==> src/rtl/ram_march_tester_pkg.sv <==
// ram_march_tester_pkg: shared state encoding and march constants
package ram_march_tester_pkg;
  typedef enum logic [2:0] {IDLE, W0, R0W1, R1, DRAIN, DONE} state_t;
  localparam int DRAIN_CYCLES = 2;
  localparam logic [7:0] DEFAULT_PATTERN = 8'h55;
endpackage

==> src/rtl/ram_read_checker.sv <==
// ram_read_checker: aligns each issued read with its returning word and captures the first mismatch
module ram_read_checker #(
  parameter int ADDR_W = 8,
  parameter int DATA_W = 8
) (
  input  logic              clk,
  input  logic              rst,
  input  logic              clear,
  input  logic              rd,
  input  logic [ADDR_W-1:0] addr,
  input  logic [DATA_W-1:0] expected,
  input  logic [DATA_W-1:0] data,
  output logic              mismatch,
  output logic              fail,
  output logic [ADDR_W-1:0] fail_addr,
  output logic [DATA_W-1:0] fail_data
);
  logic              s_valid;
  logic [ADDR_W-1:0] s_addr;
  logic [DATA_W-1:0] s_exp;
  assign mismatch = s_valid && data != s_exp;
  always_ff @(posedge clk) begin
    if (rst || clear) begin
      s_valid   <= 1'b0;
      fail      <= 1'b0;
      fail_addr <= '0;
      fail_data <= '0;
    end else begin
      s_valid <= rd;
      s_addr  <= addr;
      s_exp   <= expected;
      if (mismatch) begin
        fail <= 1'b1;
        if (!fail) begin
          fail_addr <= s_addr;
          fail_data <= data;
        end
      end
    end
  end
endmodule

==> src/rtl/ram_march_tester.sv <==
// ram_march_tester: self-test master running a W0 / R0W1 / R1 march over a single-port RAM
module ram_march_tester
  import ram_march_tester_pkg::*;
#(
  parameter int                 ADDR_W       = 8,
  parameter int                 DATA_W       = 8,
  parameter logic [DATA_W-1:0] PATTERN      = DATA_W'(DEFAULT_PATTERN),
  parameter bit                 STOP_ON_FAIL = 1'b0
) (
  input  logic              clk,
  input  logic              rst,
  input  logic              start,
  output logic              busy,
  output logic              done,
  output logic              pass,
  output logic              fail,
  output logic [ADDR_W-1:0] fail_addr,
  output logic [DATA_W-1:0] fail_data,
  output logic [ADDR_W-1:0] ram_address,
  output logic [DATA_W-1:0] ram_data_in,
  output logic              ram_wr,
  input  logic [DATA_W-1:0] ram_data_out
);
  state_t            state, nstate;
  logic [ADDR_W:0]   cnt, ncnt;
  logic [ADDR_W-1:0] n_addr;
  logic [DATA_W-1:0] n_data;
  logic              n_wr, rd, mismatch, clear;
  assign busy  = state inside {W0, R0W1, R1, DRAIN};
  assign done  = state == DONE;
  assign clear = state == IDLE && start;
  assign rd    = state == R1 || (state == R0W1 && !cnt[0]);
  always_comb begin
    nstate = state;
    ncnt   = cnt + 1'b1;
    case (state)
      IDLE: begin
        ncnt = '0;
        if (start) nstate = W0;
      end
      W0: if (&cnt[ADDR_W-1:0]) begin
        nstate = R0W1;
        ncnt   = '0;
      end
      R0W1: if (&cnt) begin
        nstate = R1;
        ncnt   = '0;
      end
      R1: if (&cnt[ADDR_W-1:0]) begin
        nstate = DRAIN;
        ncnt   = '0;
      end
      DRAIN: if (cnt == (ADDR_W+1)'(DRAIN_CYCLES-1)) nstate = DONE;
      default: begin
        nstate = IDLE;
        ncnt   = '0;
      end
    endcase
    // On abort only the read issued alongside the compare is still in flight, so one drain cycle suffices
    if (STOP_ON_FAIL && mismatch && state inside {W0, R0W1, R1}) begin
      nstate = DRAIN;
      ncnt   = (ADDR_W+1)'(DRAIN_CYCLES-1);
    end
    n_wr   = nstate == W0 || (nstate == R0W1 && ncnt[0]);
    n_addr = nstate == W0 ? ncnt[ADDR_W-1:0] : nstate == R0W1 ? ncnt[ADDR_W:1] :
             nstate == R1 ? ~ncnt[ADDR_W-1:0] : '0;
    n_data = nstate == W0 ? PATTERN : nstate == R0W1 ? ~PATTERN : '0;
  end
  always_ff @(posedge clk) begin
    if (rst) begin
      state       <= IDLE;
      cnt         <= '0;
      ram_address <= '0;
      ram_data_in <= '0;
      ram_wr      <= 1'b0;
      pass        <= 1'b0;
    end else begin
      state       <= nstate;
      cnt         <= ncnt;
      ram_address <= n_addr;
      ram_data_in <= n_data;
      ram_wr      <= n_wr;
      pass        <= clear ? 1'b0 : (state == DRAIN && nstate == DONE) ? ~(fail | mismatch) : pass;
    end
  end
  ram_read_checker #(.ADDR_W(ADDR_W), .DATA_W(DATA_W)) u_chk (
    .clk      (clk),
    .rst      (rst),
    .clear    (clear),
    .rd       (rd),
    .addr     (ram_address),
    .expected (state == R1 ? ~PATTERN : PATTERN),
    .data     (ram_data_out),
    .mismatch (mismatch),
    .fail     (fail),
    .fail_addr(fail_addr),
    .fail_data(fail_data)
  );
endmodule

==> config.mk <==
export PLATFORM = sky130hd
export DESIGN_NAME = ram_march_tester
export DESIGN_NICKNAME = d
export VERILOG_FILES = /design/src/rtl/ram_march_tester_pkg.sv /design/src/rtl/ram_read_checker.sv /design/src/rtl/ram_march_tester.sv
export SDC_FILE = /design/constraint.sdc
export NUM_CORES = 1
export LEC_CHECK = 0
export BUFFER_PORTS_ARGS = -buffer_cell sky130_fd_sc_hd__buf_4
export CORE_ASPECT_RATIO = 1.5
export CORE_MARGIN = 2
export CORE_UTILIZATION = 35
export DETAILED_ROUTE_END_ITERATION = 10
export GPL_ROUTABILITY_DRIVEN = 1
export SYNTH_ARGS = -nofsm -noshare
export SYNTH_HDL_FRONTEND = slang
export SYNTH_SLANG_ARGS = --single-unit
==> constraint.sdc <==
create_clock -name clk -period 2.7 [get_ports clk]
set_clock_uncertainty 0.05 [all_clocks]
set_input_delay 0.54 -clock clk [delete_from_list [all_inputs] [get_ports clk]]
set_output_delay 0.54 -clock clk [all_outputs]
set_load 0.01 [all_outputs]
==> impl_results.md, run 1 <==
* CP Cell Sequence: ha_1 -> nand3_1 -> nor2_2 -> ha_1 -> nor3b_1 -> o21ai_1 -> o31a_1 -> buf_4 -> or3_1 -> o211ai_1
* Required time of the critical path at 2880 ps
* Total core area at 6440 sq um
* Cell area after synthesis at 2320 sq um
* Switch Pwr at 0.329 mW
* Fraction of power consumed by the clock network at 0.416
* Num Clock Sinks at 52
* Relative contribution of sequential cells to total power at 0.526
* Hold slack final at 398 ps
* Area fraction in compound gates after synthesis at 0.141
* Number of warnings reported in the yosys synthesis log at 0
* Clock Latency Late Sink at 310 ps
* Register area share after synthesis at 0.492
* Drt drc at 0
* RePlAce Congestion at 0.804
* Fill cell instance count of the final layout at 641
* Setup fix buffers added after clock tree synthesis at 0
* Unrepaired setup endpoints after global routing: false
* Reg-to-Reg Start: cnt[1]$_SDFF_PP0_
* Die H at 104 um
* Post-DR wirelength/cell at 14.1 um
* Area grow syn2layout at 21.8%
* Proportion of synthesized area in mux cells at 0.0173
* FMAX at 0.404 GHz
* Number of levels in the clock H-tree at 2
* Sum of net half-perimeters after detailed placement at 3810 um
* I/O Buffers at 47
* Number of antenna violations at the first check in global routing at 0
* Wire length of the first global-routing pass at 8540 um
* Std cell rows at 36
* Synthesized-area fraction occupied by xor and xnor cells at 0.0264
* Worst IR drop on VDD at 0.274 mV
* Footprint of the flip-flops and latches at 1140 sq um
* Most frequent CP cell: sky130_fd_sc_hd__ha_1
* Clock Path Buffers at 2
* Post-synthesis register bit count at 52
* Number of synthesized flops with an enable pin at 10
* Total Die Area at 7300 sq um
* Final Hold Viols at 0
* Final critical-path share of the clock period at 0.916
* Hold Crit Depth at 0
* Instance area after placement at 2680 sq um
* PD cells at 545 nW/um^2
* Post-Synthesis Cells at 244
* Number of violations of the max-capacitance limit at 0
* GRT Residual Overflow at 0
* Post-Syn Area per Cell at 9.50 sq um
* Total global routing track utilization at 0.147
* Commonest register cell after synthesis: sky130_fd_sc_hd__dfxtp_1
* Type of the setup path with the least slack: register to register
* Post-DRT Antenna Nets at 0
* Max-slew headroom at the worst pin at 0.337
* DRT Pass-1 Iters at 4
* Final nets at 298
* Reg2reg end: ram_address[4]$_SDFF_PP0_
* Slew of the pin with the lowest slew margin at 992 ps
* Ys async rst share at 0
* Worst-path fanout max at 15
* Commonest cells after routing, fill and taps aside: sky130_fd_sc_hd__buf_4 (53), sky130_fd_sc_hd__dfxtp_1 (42), sky130_fd_sc_hd__nand2_1 (27)
* Total via count after detailed routing at 1840
* Hold-critical path endpoint: u_chk.s_addr[2]$_DFFE_PN_
* Biggest cell delay along the critical path at 370 ps
* Largest net degree at the start of global routing at 43
* Fin. max-slew vios at 0
* Outcome: finished clean
* Number of cell instances on the worst register-to-register path at 10
* Most common library cell in the layout ignoring fill and taps: sky130_fd_sc_hd__buf_4
* Antenna Diode Count at 0
* Cell Int Power at 1.21 mW
* Data arrival at the endpoint of the critical path at 2660 ps
* Number of violations reported at the end of detailed-routing iteration 0 at 83
* Final cell area excluding filler cells at 2820 sq um
* TritonCTS clock tree: done
* Count of cells resized by post-cts repair at 0
* Adder-Cell Fraction of Synth Area at 0.0216
* Final TNS setup at 0 ps
* Chip Width at 70.5 um
* Unique masters post-synth at 58
* Multi-input logic area at 1010 sq um
* Leakage power summed over all cells at 1.12 nW
* Detailed-route wire length at 5080 um
* Number of hold buffers added after CTS at 0
* Switching Fraction at 0.214
* Min Clock Period, post-route at 2470 ps
* Total I/O pin count at 48
* R2R setup slack at 230 ps
* Endpoints failing setup at 0
* Share of layout cells above drive strength 1 at 0.275
* CTS buffer count at 5
* Total Power Consumption at 1.54 mW
* Effective utilization at floorplan at 0.360
* Critical path startpoint: cnt[1]$_SDFF_PP0_
* Kind of start point of the critical path: register
* Via density per instance at 5.11
* Simple-gate share of the synthesized area at 0.228
* Syn nets at 259
* Slowest-stage cell, CP: sky130_fd_sc_hd__dfxtp_1
* HP Start: ram_address[2]$_SDFF_PP0_
* Number of global-route vias before repair at 1750
* Relative contribution of combinational cells to total power at 0.059
* Critical Path Sink Type: register
* Combinational family with the most area after synthesis: simple AND/OR/NAND/NOR gates
* Clock transition at the register clock pins on the worst setup and hold paths after CTS at 100 ps
* Worst min path class: register to register
* Cell at the root of the clock tree: sky130_fd_sc_hd__clkbuf_8
[logic make-up (layout without fill, tap and decap cells)]
logic type,after synthesis,count (layout)
adder cells (fa/ha/maj),4,4
flip-flops,52,52
multiplexers,4,4
XOR/XNOR,7,7
AND/OR/NAND/NOR,97,97
AO/OA/AOI/OAI,49,49
buffers and inverters,31,71
[worst max-delay path by stage]
stage | slack [ps] | cells after the start | end
after CTS | 240 | 10 | ram_address[2]$_SDFF_PP0_
final | 230 | 10 | ram_address[4]$_SDFF_PP0_
after floorplan | 530 | 10 | ram_address[2]$_SDFF_PP0_
after global routing | 70 | 8 | ram_address[7]$_SDFF_PP0_
after detailed placement | 260 | 10 | ram_address[4]$_SDFF_PP0_
after global placement | 310 | 10 | ram_address[3]$_SDFF_PP0_
[metrics by stage]
stage	cells	worst slack, ps	util
2_1_floorplan	244	528	-
4_1_cts	360	238	0.438
5_1_grt	360	71.7	0.438
3_3_place_gp	352	308	0.417
3_5_place_dp	352	257	0.417
6_report	360	226	0.438
[state kept, by name, indices dropped and copies added, names as in the netlist]
| name | flops |
|---|---|
| u_chk.s_addr | 8 |
| ram_address | 8 |
| u_chk.s_valid | 1 |
| state | 3 |
| u_chk.fail | 1 |
| u_chk.fail_addr | 8 |
| ram_data_in | 2 |
| pass | 1 |
| u_chk.fail_data | 8 |
| u_chk.s_exp | 2 |
| ram_wr | 1 |
| cnt | 9 |
[worst max-delay path, delay by kind of cell (launching register included)]
kind	cells	cell delay (ps)
fa+ha+maj	2	510
compound gates	3	310
flops	1	370
buf+inv	1	180
simple gates	4	960
[power by group through the flow]
stage / combinational, mW / sequential [mW] / clock (mW)
3_5_place_dp: 0.0908 / 0.827 / 0
3_3_place_gp: 0.0916 / 0.827 / 0
5_1_grt: 0.100 / 0.812 / 0.690
2_1_floorplan: 0.0600 / 0.825 / 0
6_report: 0.0904 / 0.809 / 0.640
4_1_cts: 0.0912 / 0.810 / 0.659
[synth_stat cells (all sizes together) (2+ instances only)]
master,number,area [sq um]
and2b,2,16.3
xor2,4,35.0
a21oi,7,42.5
o31a,2,17.5
nor3,9,50.1
a211oi,2,15.0
nand4,5,37.5
dfxtp,42,841
buf,15,110
ha,4,50.1
o211ai,3,22.5
inv,10,37.5
edfxtp,10,300
or3,5,31.3
o221ai,2,17.5
xnor2,3,26.3
nand3,18,90.1
clkbuf,6,22.5
or4,6,56.3
o21ai,20,100
mux2i,4,40.0
nor2b,2,12.5
and2,2,13.8
nor2,12,47.6
nor3b,2,15.0
nand2,27,101
[layer usage]
metal  track usage  up-vias  wire, um
li1              -      938         -
met1         0.168      837      2070
met2         0.243       49      2570
met3        0.0321       16       210
met4        0.0962        0       220
met5             0        -         0
[area by class of cell]
cell class,count,area share
clock buffers,5,0.0244
clock inverters,3,0.0244
inverters,10,0.0133
multi-input cells,161,0.359
flip-flops and latches,52,0.404
well taps,76,0.0337
repair buffers,53,0.141
Note: power is estimated with default switching activity, not from simulation.
==> run 2, diff against run 1 <==
--- a/config.mk
+++ b/config.mk
@@ -5,6 +5,7 @@
 export SDC_FILE = /design/constraint.sdc
 export NUM_CORES = 1
 export LEC_CHECK = 0
+export ABC_AREA = 1
 export BUFFER_PORTS_ARGS = -buffer_cell sky130_fd_sc_hd__buf_4
 export CORE_ASPECT_RATIO = 1.5
 export CORE_MARGIN = 2
==> run 2 against run 1 <==
- synthesized cell count up 32%
- worst hold slack worse by 4.1 ps
- combinational power up 26%
- non-clock buffer count down 2
- critical path type unchanged
==> impl_results.md, run 2 <==
* Post-Synthesis Cells at 323 (+32%)
* Clock transition at the register clock pins on the worst setup and hold paths after CTS at 110 ps (about the same)
* Cell area after synthesis at 2540 sq um (+9.4%)
* Biggest cell delay along the critical path at 410 ps (+40 ps)
* Final cell area excluding filler cells at 3020 sq um (+6.8%)
* Area fraction of the dominant cell type after synthesis at 0.332 (-0.0311)
* Share of layout cells above drive strength 1 at 0.255 (-0.0199)
* Number of non-filler instances in the completed layout at 445 (+24%)
* Cell types with the largest area share after synthesis: sky130_fd_sc_hd__dfxtp_1 (33%), sky130_fd_sc_hd__edfxtp_1 (12%), sky130_fd_sc_hd__nand2_1 (12%)
* Register with the most flip-flops: cnt
* Slowest-stage cell, CP: sky130_fd_sc_hd__dfxtp_1
* Number of synthesized flops with an enable pin at 10 (unchanged)
* Clock Latency Late Sink at 310 ps (about the same)
* GRT Residual Overflow at 0 (unchanged)
* Instance area after placement at 2920 sq um (+8.8%)
* Number of violations reported at the end of detailed-routing iteration 0 at 54 (-35%)
* Detailed-route wire length at 5800 um (+14%)
* Chip Width at 73.5 um (+4.3%)
* Clock Path Buffers at 2 (unchanged)
* Number of hold buffers added after CTS at 0 (unchanged)
* Worst-path fanout max at 12 (-3)
* CTS buffer count at 5 (unchanged)
* Area grow syn2layout at 18.9%
* Leakage power summed over all cells at 1.41 nW (+26%)
* Num Clock Sinks at 52 (unchanged)
* Outcome: finished clean
* Total core area at 7130 sq um (+11%)
* Minimum setup slack after placement at 341 ps (+84.1 ps)
* Cell at the root of the clock tree: sky130_fd_sc_hd__clkbuf_8
* Top cell type by total area after synthesis: sky130_fd_sc_hd__dfxtp_1
* Post-route core utilization at 0.423 (-0.0154)
* Type of the setup path with the least slack: register to register
* FMAX at 0.418 GHz (+3.5%)
* Number of warnings reported in the yosys synthesis log at 0 (unchanged)
* Total via count after detailed routing at 2174 (+18%)
* Number of antenna violations at the first check in global routing at 0 (unchanged)
* Max-slew headroom at the worst pin at 0.584 (+0.247)
* Critical Path Sink Type: register
* Fin. max-slew vios at 0 (unchanged)
* Final critical-path share of the clock period at 0.885 (-0.0313)
* Number of violations of the max-capacitance limit at 0 (unchanged)
* Via density per instance at 4.89 (-4.4%)
* Number of global-route vias before repair at 2163 (+24%)
* Die H at 108 um (+4.4%)
* Commonest register cell after synthesis: sky130_fd_sc_hd__dfxtp_1
* Data arrival at the endpoint of the critical path at 2600 ps (-60 ps)
* PD cells at 462 nW/um^2 (-15%)
* Setup fix buffers added after clock tree synthesis at 0 (unchanged)
* Final Hold Viols at 0 (unchanged)
* Commonest cells after routing, fill and taps aside: sky130_fd_sc_hd__nand2_1 (80), sky130_fd_sc_hd__buf_4 (51), sky130_fd_sc_hd__dfxtp_1 (42)
* DRT Pass-1 Iters at 4 (unchanged)
* Final nets at 379 (+27%)
* Number of levels in the clock H-tree at 2 (unchanged)
* Slew of the pin with the lowest slew margin at 617 ps (-375 ps)
* Flip-flop count of the largest register after layout at 9 (unchanged)
* Synth cell count leaders: sky130_fd_sc_hd__nand2_1 (80), sky130_fd_sc_hd__dfxtp_1 (42), sky130_fd_sc_hd__inv_1 (32)
* Worst IR drop on VDD at 0.192 mV (-30%)
* Post-Syn Area per Cell at 7.85 sq um (-17%)
* Total instance count after detailed placement at 437 (+24%)
* Drt drc at 0 (unchanged)
* Multi-input logic area at 1140 sq um (+12%)
* RePlAce Congestion at 0.894 (+11%)
* Sum of net half-perimeters after detailed placement at 4520 um (+19%)
* Ys async rst share at 0 (unchanged)
* Total global routing track utilization at 0.157 (+0.00940)
* Total I/O pin count at 48 (unchanged)
* Most frequent CP cell: sky130_fd_sc_hd__nor2_4
* Most repeated cell in the gate-level netlist after synthesis: sky130_fd_sc_hd__nand2_1
* Effective utilization at floorplan at 0.356 (-0.00433)
* Post-DRT Antenna Nets at 0 (unchanged)
* Required time of the critical path at 2910 ps (+30 ps)
* Kind of start point of the critical path: register
* I/O Buffers at 47 (unchanged)
* TritonCTS clock tree: done
* Total Die Area at 7960 sq um (+8.9%)
* Final TNS setup at 0 ps (unchanged)
* Largest net degree at the start of global routing at 19 (-56%)
* Unique masters post-synth at 31 (-47%)
* CP Cell Sequence: ha_1 -> nand2_2 -> nor2_4 -> nand2_4 -> inv_1 -> ha_1 -> clkinv_1 -> nor2_4 -> nor2_8 -> nand2_8 -> nand2_4 -> nor2_4 -> nand2_1 -> nand2_1
* Endpoints failing setup at 0 (unchanged)
* Antenna Diode Count at 0 (unchanged)
* Wire length of the first global-routing pass at 9730 um (+14%)
* Post-DR wirelength/cell at 13.0 um (-7.6%)
* Worst min path class: register to register
* Unrepaired setup endpoints after global routing: false
* Total Power Consumption at 1.39 mW (-9.5%)
* Syn nets at 338 (+31%)
* Fill cell instance count of the final layout at 739 (+15%)
* Register area share after synthesis at 0.450 (-0.0422)
* Count of cells resized by post-cts repair at 0 (unchanged)
* Most common library cell in the layout ignoring fill and taps: sky130_fd_sc_hd__nand2_1
* Post-synthesis register bit count at 52 (unchanged)
* Min Clock Period, post-route at 2390 ps (-84.5 ps)
* Std cell rows at 38 (+5.6%)
* Minimum setup slack in the final design at 310 ps (+84.5 ps)
* Hold slack final at 394 ps (-4.14 ps)
* Footprint of the flip-flops and latches at 1140 sq um (unchanged)
## run 2: cell families (layout without fill, tap and decap cells)
group                      Yosys count  after routing  share of synthesized area
AOI/OAI and AO/OA                   27             27                     0.0592
xor gates and xnor gates             3              3                     0.0104
adders and majority gates            4              4                     0.0197
buffers and inverters               59            101                      0.101
DFF                                 52             52                      0.450
and+or+nand+nor                    178            178                      0.360
## run 2: report_power, final
part | total [mW] | switching [mW] | internal (mW)
Sequential | 0.810 | 0.00793 | 0.802
Combinational | 0.114 | 0.0708 | 0.0428
Clock | 0.469 | 0.278 | 0.191
Total | 1.39 | 0.357 | 1.04
## run 2: worst paths after layout
check	start	endpoint	slack, ps	depth (start not counted)
hold reg to reg	ram_address[6]$_SDFF_PP0_	u_chk.s_addr[6]$_DFFE_PN_	390	0
setup / recovery	cnt[0]$_SDFF_PP0_	ram_address[1]$_SDFF_PP0_	310	14
setup reg to reg	cnt[0]$_SDFF_PP0_	ram_address[1]$_SDFF_PP0_	310	14
hold / removal	ram_address[6]$_SDFF_PP0_	u_chk.s_addr[6]$_DFFE_PN_	390	0
## run 2: worst max-delay path, delay by kind of cell, from the launching register on
family        cells  cell delay (ps)
fa+ha+maj         2              380
simple gates     10             1170
flops             1              410
buf+inv           2              320
## run 2: routing by layer
metal,part of all wire,GRT usage,vias to the layer above
met5,0,0,-
met4,0.046,0.0935,0
met3,0.037,0.0270,20
met2,0.53,0.290,54
met1,0.38,0.158,982
li1,-,-,1118
## run 2: layout make-up
class,count,share of cell area
inverter,42,0.0523
tap,80,0.0332
multi-input combinational,212,0.377
timing repair buffer,51,0.127
sequential,52,0.378
clock buffer,5,0.0228
clock inverter,3,0.00912
